<file path="src/rtl/music_resume_after_call_pkg.sv">
// music_resume_after_call shared types and defaults.
// State encoding, default parameters and counter sizing helper.
package music_resume_after_call_pkg;

  localparam int GUARD_CYCLES_DEF     = 4;
  localparam int VOL_W_DEF            = 4;
  localparam int RAMP_STEP_CYCLES_DEF = 2;

  typedef enum logic [2:0] {
    ST_STOPPED   = 3'd0,
    ST_PLAYING   = 3'd1,
    ST_SUSPENDED = 3'd2,
    ST_GUARD     = 3'd3,
    ST_RAMP      = 3'd4
  } state_e;

  // One counter width covers both the guard and the ramp step timer.
  function automatic int cnt_width(input int a, input int b);
    int m;
    m = (a > b) ? a : b;
    return $clog2(m + 1);
  endfunction

endpackage

</file>
<file path="src/rtl/music_resume_after_call_if.sv">
// Phone-event / audio-output bundle for music_resume_after_call.
// master: event sources + audio sink; slave: the controller.
interface music_resume_after_call_if #(
  parameter int VOL_W = music_resume_after_call_pkg::VOL_W_DEF
);

  logic             is_ringing;
  logic             in_call;
  logic             play_req;
  logic             stop_req;
  logic             music;
  logic [VOL_W-1:0] volume;
  logic             resumed;

  modport master (
    output is_ringing,
    output in_call,
    output play_req,
    output stop_req,
    input  music,
    input  volume,
    input  resumed
  );

  modport slave (
    input  is_ringing,
    input  in_call,
    input  play_req,
    input  stop_req,
    output music,
    output volume,
    output resumed
  );

endinterface

</file>
<file path="src/rtl/music_resume_after_call_volume_ramp.sv">
// Saturating volume register with a per-step cycle counter.
// Ports: clr, load/load_val, en (step) in; volume, at_max out.
module music_resume_after_call_volume_ramp
  import music_resume_after_call_pkg::*;
#(
  parameter int VOL_W       = VOL_W_DEF,
  parameter int STEP_CYCLES = RAMP_STEP_CYCLES_DEF,
  parameter int CNT_W       = cnt_width(GUARD_CYCLES_DEF,
                                        RAMP_STEP_CYCLES_DEF)
) (
  input  logic             clock,
  input  logic             reset,
  input  logic             clr,
  input  logic             load,
  input  logic [VOL_W-1:0] load_val,
  input  logic             en,
  output logic [VOL_W-1:0] volume,
  output logic             at_max
);

  localparam logic [VOL_W-1:0] MAX_VOL  = '1;
  localparam logic [VOL_W-1:0] NEAR_MAX = MAX_VOL - VOL_W'(1);
  localparam logic [CNT_W-1:0] RELOAD   = CNT_W'(STEP_CYCLES - 1);

  logic [VOL_W-1:0] vol_q, vol_d;
  logic [CNT_W-1:0] step_q, step_d;
  logic             step_zero;

  assign step_zero = (step_q == '0);

  // Flags that the next enabled cycle lands the volume on MAX_VOL,
  // so the controller can leave the ramp on that same edge.
  assign at_max = step_zero && (vol_q == NEAR_MAX);

  assign volume = vol_q;

  always_comb begin
    vol_d  = vol_q;
    step_d = step_q;
    unique case (1'b1)
      clr: begin
        vol_d  = '0;
        step_d = '0;
      end
      load: begin
        vol_d  = load_val;
        step_d = RELOAD;
      end
      en: begin
        if (step_zero) begin
          step_d = RELOAD;
          if (vol_q != MAX_VOL) begin
            vol_d = vol_q + VOL_W'(1);
          end
        end else begin
          step_d = step_q - CNT_W'(1);
        end
      end
      default: ;
    endcase
  end

  always_ff @(posedge clock or negedge reset) begin
    if (!reset) begin
      vol_q  <= '0;
      step_q <= '0;
    end else begin
      vol_q  <= vol_d;
      step_q <= step_d;
    end
  end

endmodule

</file>
<file path="src/rtl/music_resume_after_call.sv">
// Mutes music on ring/call and fades it back in after a guard time.
// Ports: clock, reset (async low), bus (slave: events in, audio out).
module music_resume_after_call
  import music_resume_after_call_pkg::*;
#(
  parameter int GUARD_CYCLES     = GUARD_CYCLES_DEF,
  parameter int VOL_W            = VOL_W_DEF,
  parameter int RAMP_STEP_CYCLES = RAMP_STEP_CYCLES_DEF
) (
  input logic                    clock,
  input logic                    reset,
  music_resume_after_call_if.slave bus
);

  localparam int CNT_W = cnt_width(GUARD_CYCLES, RAMP_STEP_CYCLES);

  localparam logic [VOL_W-1:0] MAX_VOL = '1;
  localparam logic [VOL_W-1:0] VOL_ONE = VOL_W'(1);
  localparam logic [CNT_W-1:0] GUARD_RELOAD =
    CNT_W'(GUARD_CYCLES - 1);

  state_e           state_q, state_d;
  logic             music_q, music_d;
  logic             resumed_q, resumed_d;
  logic [CNT_W-1:0] guard_q, guard_d;

  logic             busy;
  logic             vr_clr;
  logic             vr_load;
  logic             vr_en;
  logic [VOL_W-1:0] vr_load_val;
  logic             vr_at_max;

  assign busy = bus.is_ringing | bus.in_call;

  assign bus.music   = music_q;
  assign bus.resumed = resumed_q;

  music_resume_after_call_volume_ramp #(
    .VOL_W      (VOL_W),
    .STEP_CYCLES(RAMP_STEP_CYCLES),
    .CNT_W      (CNT_W)
  ) u_ramp (
    .clock   (clock),
    .reset   (reset),
    .clr     (vr_clr),
    .load    (vr_load),
    .load_val(vr_load_val),
    .en      (vr_en),
    .volume  (bus.volume),
    .at_max  (vr_at_max)
  );

  always_comb begin
    state_d     = state_q;
    music_d     = music_q;
    resumed_d   = 1'b0;
    guard_d     = guard_q;
    vr_clr      = 1'b0;
    vr_load     = 1'b0;
    vr_en       = 1'b0;
    vr_load_val = '0;
    unique case (state_q)
      ST_STOPPED: begin
        if (bus.play_req) begin
          if (busy) begin
            state_d = ST_SUSPENDED;
          end else begin
            state_d     = ST_PLAYING;
            music_d     = 1'b1;
            vr_load     = 1'b1;
            vr_load_val = MAX_VOL;
          end
        end
      end
      ST_PLAYING: begin
        if (bus.stop_req || busy) begin
          state_d = bus.stop_req ? ST_STOPPED
                                 : ST_SUSPENDED;
          music_d = 1'b0;
          vr_clr  = 1'b1;
        end
      end
      ST_SUSPENDED: begin
        if (bus.stop_req) begin
          state_d = ST_STOPPED;
        end else if (!busy) begin
          state_d = ST_GUARD;
          guard_d = GUARD_RELOAD;
        end
      end
      ST_GUARD: begin
        if (bus.stop_req || busy) begin
          state_d = bus.stop_req ? ST_STOPPED
                                 : ST_SUSPENDED;
          guard_d = '0;
        end else if (guard_q == '0) begin
          state_d     = ST_RAMP;
          music_d     = 1'b1;
          vr_load     = 1'b1;
          vr_load_val = VOL_ONE;
        end else begin
          guard_d = guard_q - CNT_W'(1);
        end
      end
      ST_RAMP: begin
        if (bus.stop_req || busy) begin
          state_d = bus.stop_req ? ST_STOPPED
                                 : ST_SUSPENDED;
          music_d = 1'b0;
          vr_clr  = 1'b1;
        end else begin
          vr_en = 1'b1;
          if (vr_at_max) begin
            state_d   = ST_PLAYING;
            resumed_d = 1'b1;
          end
        end
      end
      default: begin
        state_d = ST_STOPPED;
        music_d = 1'b0;
        guard_d = '0;
        vr_clr  = 1'b1;
      end
    endcase
  end

  always_ff @(posedge clock or negedge reset) begin
    if (!reset) begin
      state_q   <= ST_STOPPED;
      music_q   <= 1'b0;
      resumed_q <= 1'b0;
      guard_q   <= '0;
    end else begin
      state_q   <= state_d;
      music_q   <= music_d;
      resumed_q <= resumed_d;
      guard_q   <= guard_d;
    end
  end

endmodule

</file>
<file path="src/flat_wrapper.sv">
// flat-port wrapper written by rule: the top's interface ports become plain ports
module music_resume_after_call_flat import music_resume_after_call_pkg::*;
#(
  parameter int GUARD_CYCLES     = GUARD_CYCLES_DEF,
  parameter int VOL_W            = VOL_W_DEF,
  parameter int RAMP_STEP_CYCLES = RAMP_STEP_CYCLES_DEF
)
  (clock, reset, bus_is_ringing, bus_in_call, bus_play_req, bus_stop_req, bus_music, bus_volume, bus_resumed);
  music_resume_after_call_if #(.VOL_W(VOL_W)) bus_i ();
  input logic clock;
  input logic reset;
  input wire logic [$bits(bus_i.is_ringing)-1:0] bus_is_ringing;
  input wire logic [$bits(bus_i.in_call)-1:0] bus_in_call;
  input wire logic [$bits(bus_i.play_req)-1:0] bus_play_req;
  input wire logic [$bits(bus_i.stop_req)-1:0] bus_stop_req;
  output wire logic [$bits(bus_i.music)-1:0] bus_music;
  output wire logic [$bits(bus_i.volume)-1:0] bus_volume;
  output wire logic [$bits(bus_i.resumed)-1:0] bus_resumed;
  assign bus_i.is_ringing = bus_is_ringing;
  assign bus_i.in_call = bus_in_call;
  assign bus_i.play_req = bus_play_req;
  assign bus_i.stop_req = bus_stop_req;
  assign bus_music = bus_i.music;
  assign bus_volume = bus_i.volume;
  assign bus_resumed = bus_i.resumed;
  music_resume_after_call #(.GUARD_CYCLES(GUARD_CYCLES), .VOL_W(VOL_W), .RAMP_STEP_CYCLES(RAMP_STEP_CYCLES)) u_core (.clock(clock), .reset(reset), .bus(bus_i));
endmodule
</file>
<file path="config.mk">
export PLATFORM = sky130hd
export DESIGN_NAME = music_resume_after_call_flat
export DESIGN_NICKNAME = d
export VERILOG_FILES = /design/src/rtl/music_resume_after_call_pkg.sv /design/src/rtl/music_resume_after_call_if.sv /design/src/rtl/music_resume_after_call_volume_ramp.sv /design/src/rtl/music_resume_after_call.sv /design/src/flat_wrapper.sv
export SDC_FILE = /design/constraint.sdc
export NUM_CORES = 1
export LEC_CHECK = 0
export ABC_AREA = 1
export BUFFER_PORTS_ARGS = -buffer_cell sky130_fd_sc_hd__buf_2
export CORE_MARGIN = 8
export CORE_UTILIZATION = 50
export CTS_CLUSTER_DIAMETER = 60
export CTS_CLUSTER_SIZE = 28
export DETAILED_ROUTE_END_ITERATION = 8
export HOLD_SLACK_MARGIN = 0.03
export MAX_ROUTING_LAYER = met4
export PLACE_DENSITY = 0.76
export SKIP_CTS_REPAIR_TIMING = 1
export SLEW_MARGIN = 20
export SYNTH_ARGS = -nofsm -noshare
export SYNTH_HDL_FRONTEND = slang
export SYNTH_HIERARCHICAL = 1
export SYNTH_SLANG_ARGS = --single-unit
</file>
<file path="constraint.sdc">
create_clock -name clock -period 2.1 [get_ports clock]
set_input_delay 0.105 -clock clock [delete_from_list [all_inputs] [get_ports clock]]
set_output_delay 0.105 -clock clock [all_outputs]
set_load 0.02 [all_outputs]
</file>
# ---- Word-level counts from Yosys, hierarchy flattened
# Cells that the tools add are included.
dict set report totals {
  regBits 15
  word_cells 88
}
dict set report op_classes {
  n_addsub 3
  n_eq_ne 20
  mux 43
  n_bitwise 3
  n_reduce_logical 13
}
# op count
set ops {}
lappend ops {{two-way mux 3 bit} 12}
lappend ops {{two-way mux 4 bit} 5}
lappend ops {{case mux 3 bit (3 select lines)} 2}
lappend ops {{two-way mux 1 bit} 16}
lappend ops {{case mux 3 bit (5 select lines)} 1}
lappend ops {{case mux 4 bit (3 select lines)} 1}
lappend ops {{inequality test 2 x 1 -> 1 bit (second input constant)} 5}
lappend ops {{inequality test 2 bit (second input constant)} 5}
lappend ops {{zero test 3 bit} 3}
lappend ops {{case mux 4 bit (2 select lines)} 1}
lappend ops {{== test 3 x 2 -> 1 bit (second input constant)} 2}
lappend ops {{inequality test 3 x 2 -> 1 bit (second input constant)} 2}
lappend ops {{AND reduction 6 bit} 1}
lappend ops {{OR reduction 3 bit} 2}
lappend ops {{subtractor 3 x 1 -> 3 bit (second input constant)} 2}
lappend ops {{AND reduction 5 bit} 1}
lappend ops {{adder 4 x 1 -> 4 bit (second input constant)} 1}
lappend ops {{== test 4 bit (second input constant)} 1}
lappend ops {{two-way mux 2 bit} 2}
lappend ops {{inequality test 4 bit (second input constant)} 1}
lappend ops {{case mux 1 bit (2 select lines)} 2}
lappend ops {{case mux 1 bit (4 select lines)} 1}
lappend ops {{AND reduction 4 bit} 1}
lappend ops {{== test 3 x 1 -> 1 bit (second input constant)} 1}
lappend ops {{10 further kinds} 11}

# ---- Longest topological paths before layout
dict set report logic_depth {
  word_depth 6
  ltp_mapped 12
  depth_no_buf 12
}

# ---- Hierarchy
# Netlist, hierarchy kept.
# mod instances cells_per_inst area_per_inst_um2 seq_area_each_um2
set by_module_without_submodules {}
lappend by_module_without_submodules {music_resume_after_call 1 93 629.4 200.2}
lappend by_module_without_submodules {music_resume_after_call_volume_ramp 1 65 473.0 175.2}

# ---- Worst setup path after synthesis
# OpenSTA, ideal clock, no wires.
dict set report synth_path {
  path_kind {register to register}
  start {reg u_core.state_q[0]}
  end {reg u_core.u_ramp.vol_q[0] (netlist: u_core/u_ramp/volume[0])}
  setup_time_ns 0.128
  arrival_ns 1.581
  required_time_ns 1.972
  slack_ns 0.391
  stages_incl_launch_ff 9
  n_path_buf 0
  cell_sequence {dfrtp_1 > nor2_2 > nand3_1 > o21ai_1 > nor2_1 > nand2_1 > nand3_4 > nand2_1 > o21ai_0}
}
# element line
set synth_lines {}
lappend synth_lines {{start, declared} music_resume_after_call.sv:22} ;# state_e state_q, state_d;
lappend synth_lines {{start signal, assigned} music_resume_after_call.sv:136} ;# state_q <= state_d;
lappend synth_lines {{== test 3 x 2 -> 1 bit or zero test 3 bit (tied branches)} music_resume_after_call.sv:63} ;# unique case (state_q)
lappend synth_lines {{case mux 1 bit (2 select lines) *} music_resume_after_call.sv:63}
lappend synth_lines {{named net u_core.vr_load} music_resume_after_call.sv:29} ;# logic vr_load;
lappend synth_lines {{nonzero test 3 bit (no line)} --}
lappend synth_lines {{AND reduction 3 bit (no line)} --}
lappend synth_lines {{end signal, assigned} music_resume_after_call_volume_ramp.sv:68} ;# vol_q <= vol_d;
lappend synth_lines {{end, declared} music_resume_after_call_volume_ramp.sv:25} ;# logic [VOL_W-1:0] vol_q, vol_d;
# The timed path passes the listed nets; every way through them passes the cells marked *.
# A chain may end at the register's enable or synchronous reset.

# ---- Worst setup path after layout
dict set report layout_path {
  start {reg u_core.state_q[0]}
  end {reg u_core.u_ramp.vol_q[3] (netlist: u_core/u_ramp/volume[3])}
}
# element line
set layout_lines {}
lappend layout_lines {{== test 3 bit *} music_resume_after_call.sv:63}
lappend layout_lines {{two-way mux 1 bit *} music_resume_after_call.sv:63}
lappend layout_lines {{named net u_core.vr_en} music_resume_after_call.sv:30} ;# logic vr_en;
lappend layout_lines {{inequality test 2 x 1 -> 1 bit (no line) or nonzero test 3 bit (tied branches)} --}
lappend layout_lines {{AND reduction 3 bit (no line)} --}
# Marks and branches as above.

==> reports/metrics.yaml <==
status: "finished clean"
crit_path_end_kind: "flop"
synth.area.top_cells: "dfrtp_1 (34%), nand2_1 (15%), ha_1 (6.8%)"
synth_edf_count: 0
required_ns: 2.28
synth-seq-cells: 15
clockBufferDepth: 2
die_h_um: 63.0
grt_max_degree: 16
worst-path-stages: 9
place_area_sq_um: 1190
critPathMaxFanout: 8
cap_violations: 0
fin_util_pct: 57.0
worst_pin_slew_ns: 0.338
dp_hpwl_um: 1820
coreArea_sq_um: 2150
antenna_found_initial: 0
period_minus_slack_ns: 1.83
clkTransAtPathRegs_ns: 0.09
synth_top_cell_area_share_pct: 34.1
die_w_um: 63.0
final_area_sq_um: 1220
setup_viol: 0
synth_commonest_cells: "nand2_1 (45), inv_1 (20), nor2_1 (17)"
hold_viol_final: 0
h-tree-depth: 1
ir_worst_vdd_mv: 0.487
nets: 187
leakage_uw: 0.000654
ys_warn_count: 6
min_to: "u_core/state_q[2]"
fin_crit_sh_pct: 87.2
grt_pass1_wl_um: 3990
area_growth_pct: 11.1
grt_overflow: 0
clock_latency_ns: 0.28
antenna_cells: 0
ant_nets: 0
rows: 17
vias_per_cell: 5.05
setup_ws_ns: 0.270
synth.yosys.seq_area_share_pct: 34.1
cts_made_buffers: 3
powerDensity_nw_per_um2: 965
rsz0062_at_grt: "no"
cp_slowest_cell: "dfrtp_1"
max_stage_delay_ns: 0.48
clock-sinks: 15
syn_nets: 170
cts_tree: "done"
maxSlewViolCount: 0
synth_top_area_cell: "dfrtp_1"
holdPathStages: 4
io_pins: 12
dp.cells: 197
r2r-start: "u_core/state_q[0]"
syn-mean-instance-area_sq_um: 6.98
gp_congestion: 0.903
pre_cts_ws_ns: 0.320
grt_pass1_vias: 942
clock.fmax_mhz: 546
port-buffer-count: 11
fin_cells: 202
r2r_cells: 9
path_buf_inv: 3
hp-class: "in2reg"
vias: 1021
wl_per_cell_um: 11.5
cp-start-kind: "flop"
async_reset_ff_share_pct: 100
drtIter0Drc: 76
initial_utilization_pct: 51.3
synthFlopType: "dfrtp_1"
worstHoldStart: "bus_in_call"
drc: 0
relSlewSlack_pct: 77.4
cp_data_arrival_time_ns: 2.01
first_pass_iters: 5
critPathTopFamily: "simple AND/OR/NAND/NOR gates"
synth_cells: 158
routed_wl_um: 2310
die_area_sq_um: 3960
synth_area_sq_um: 1100
tns_ns: 0
regToRegEndpoint: "u_core/u_ramp/volume[3]"
n_fill_cell: 199
worstSetupPathType: "reg2reg"
grtUsageTotal_pct: 12.3
root_buffer: "clkbuf_4"
path_cells: "nor2_2 > nand3_1 > inv_1 > inv_2 > or2_4 > nand3_4 > inv_2 > nand2_1 > nand2_1"
clock_skew_ns: 0.00198
yosysMostFrequentCell: "nand2_1"
synth_cell_types: 25
r2r_slack_ns: 0.27
drive_gt1_share_pct: 19.5
[layout make-up]
cell class                 count  area, sq um  share of cell area (%)
timing repair buffer          13         72.6                    5.92
clock buffer                   4         26.3                    2.15
multi-input combinational    117          622                    50.8
sequential                    15          375                    30.6
tap                           28         35.0                    2.86
inverter                      25         93.8                    7.66
[worst max-delay path by stage]
| stage | from | end | slack [ns] |
|---|---|---|---|
| final | u_core/state_q[0] | u_core/u_ramp/volume[3] | 0.27 |
| after global routing | u_core/state_q[0] | u_core/u_ramp/volume[1] | 0.12 |
| after CTS | u_core/state_q[0] | u_core/u_ramp/volume[3] | 0.30 |
| after detailed placement | u_core/state_q[0] | u_core/u_ramp/volume[3] | 0.32 |
| after global placement | u_core/state_q[0] | u_core/u_ramp/volume[3] | 0.41 |
| after floorplan | u_core/state_q[0] | u_core/u_ramp/volume[0] | 0.39 |
[report_power, final]
group / switching [uW] / internal, uW
clock: 94.7 / 73.7
combinational: 390 / 208
sequential: 70.2 / 345
[routing by layer]
| metal | track usage (%) | vias up | wire length (um) |
|---|---|---|---|
| met4 | 3.13 | 0 | 0 |
| met1 | 14.4 | 458 | 1080 |
| met2 | 19.8 | 31 | 1110 |
| met3 | 3.76 | 0 | 116 |
| met5 | - | - | 0 |
| li1 | - | 532 | - |
[tightest hold or removal path, delay by kind of cell]
family,cells,cell delay [ns]
AOI/OAI and AO/OA,1,0.08
and+or+nand+nor,2,0.13
buffers and inverters,1,0.11
[cells by family after synthesis]
logic type	count (synthesis)	share of synthesized area (%)
AND/OR/NAND/NOR	89	38.5
AO/OA/AOI/OAI	22	11.1
flip-flops	15	34.1
buffers and inverters	26	9.53
adder cells (fa/ha/maj)	6	6.81
[cell usage in the layout (no fill, tap or decap)]
cell           count
a22oi_1            1
nand2_2            3
clkbuf_1           1
buf_4              1
ha_1               6
buf_2             11
clkbuf_4           3
nor2_1            17
o211ai_1           1
o21ai_1            4
a31oi_1            1
nand2_1           45
or2_2              1
nand2_4            1
nand3_2            1
a21oi_1            5
or2_4              1
inv_2              5
a21oi_2            1
inv_1             20
nand3_1           12
nor2_2             2
dfrtp_1           15
nand4_1            2
o21ai_0            8
nor2_4             3
a21boi_0           1
nand3_4            1
dlygate4sd3_1      1
[sequential cells by signal, summed over array words and instances (netlist names)]
register	cells
u_core/bus.music	1
u_core/bus.resumed	1
u_core/guard_q	3
u_core/state_q	3
u_core/u_ramp/step_q	3
u_core/u_ramp/volume	4
[stage by stage]
step / hold slack, ns / power (uW)
finish: 0.189 / 1180
global placement: 0.0219 / 992
floorplan: -0.191 / 881
detailed placement: 0.0260 / 1010
CTS: -0.284 / 1180
global route: 0.205 / 1290
(Power assumes the default switching activity.)
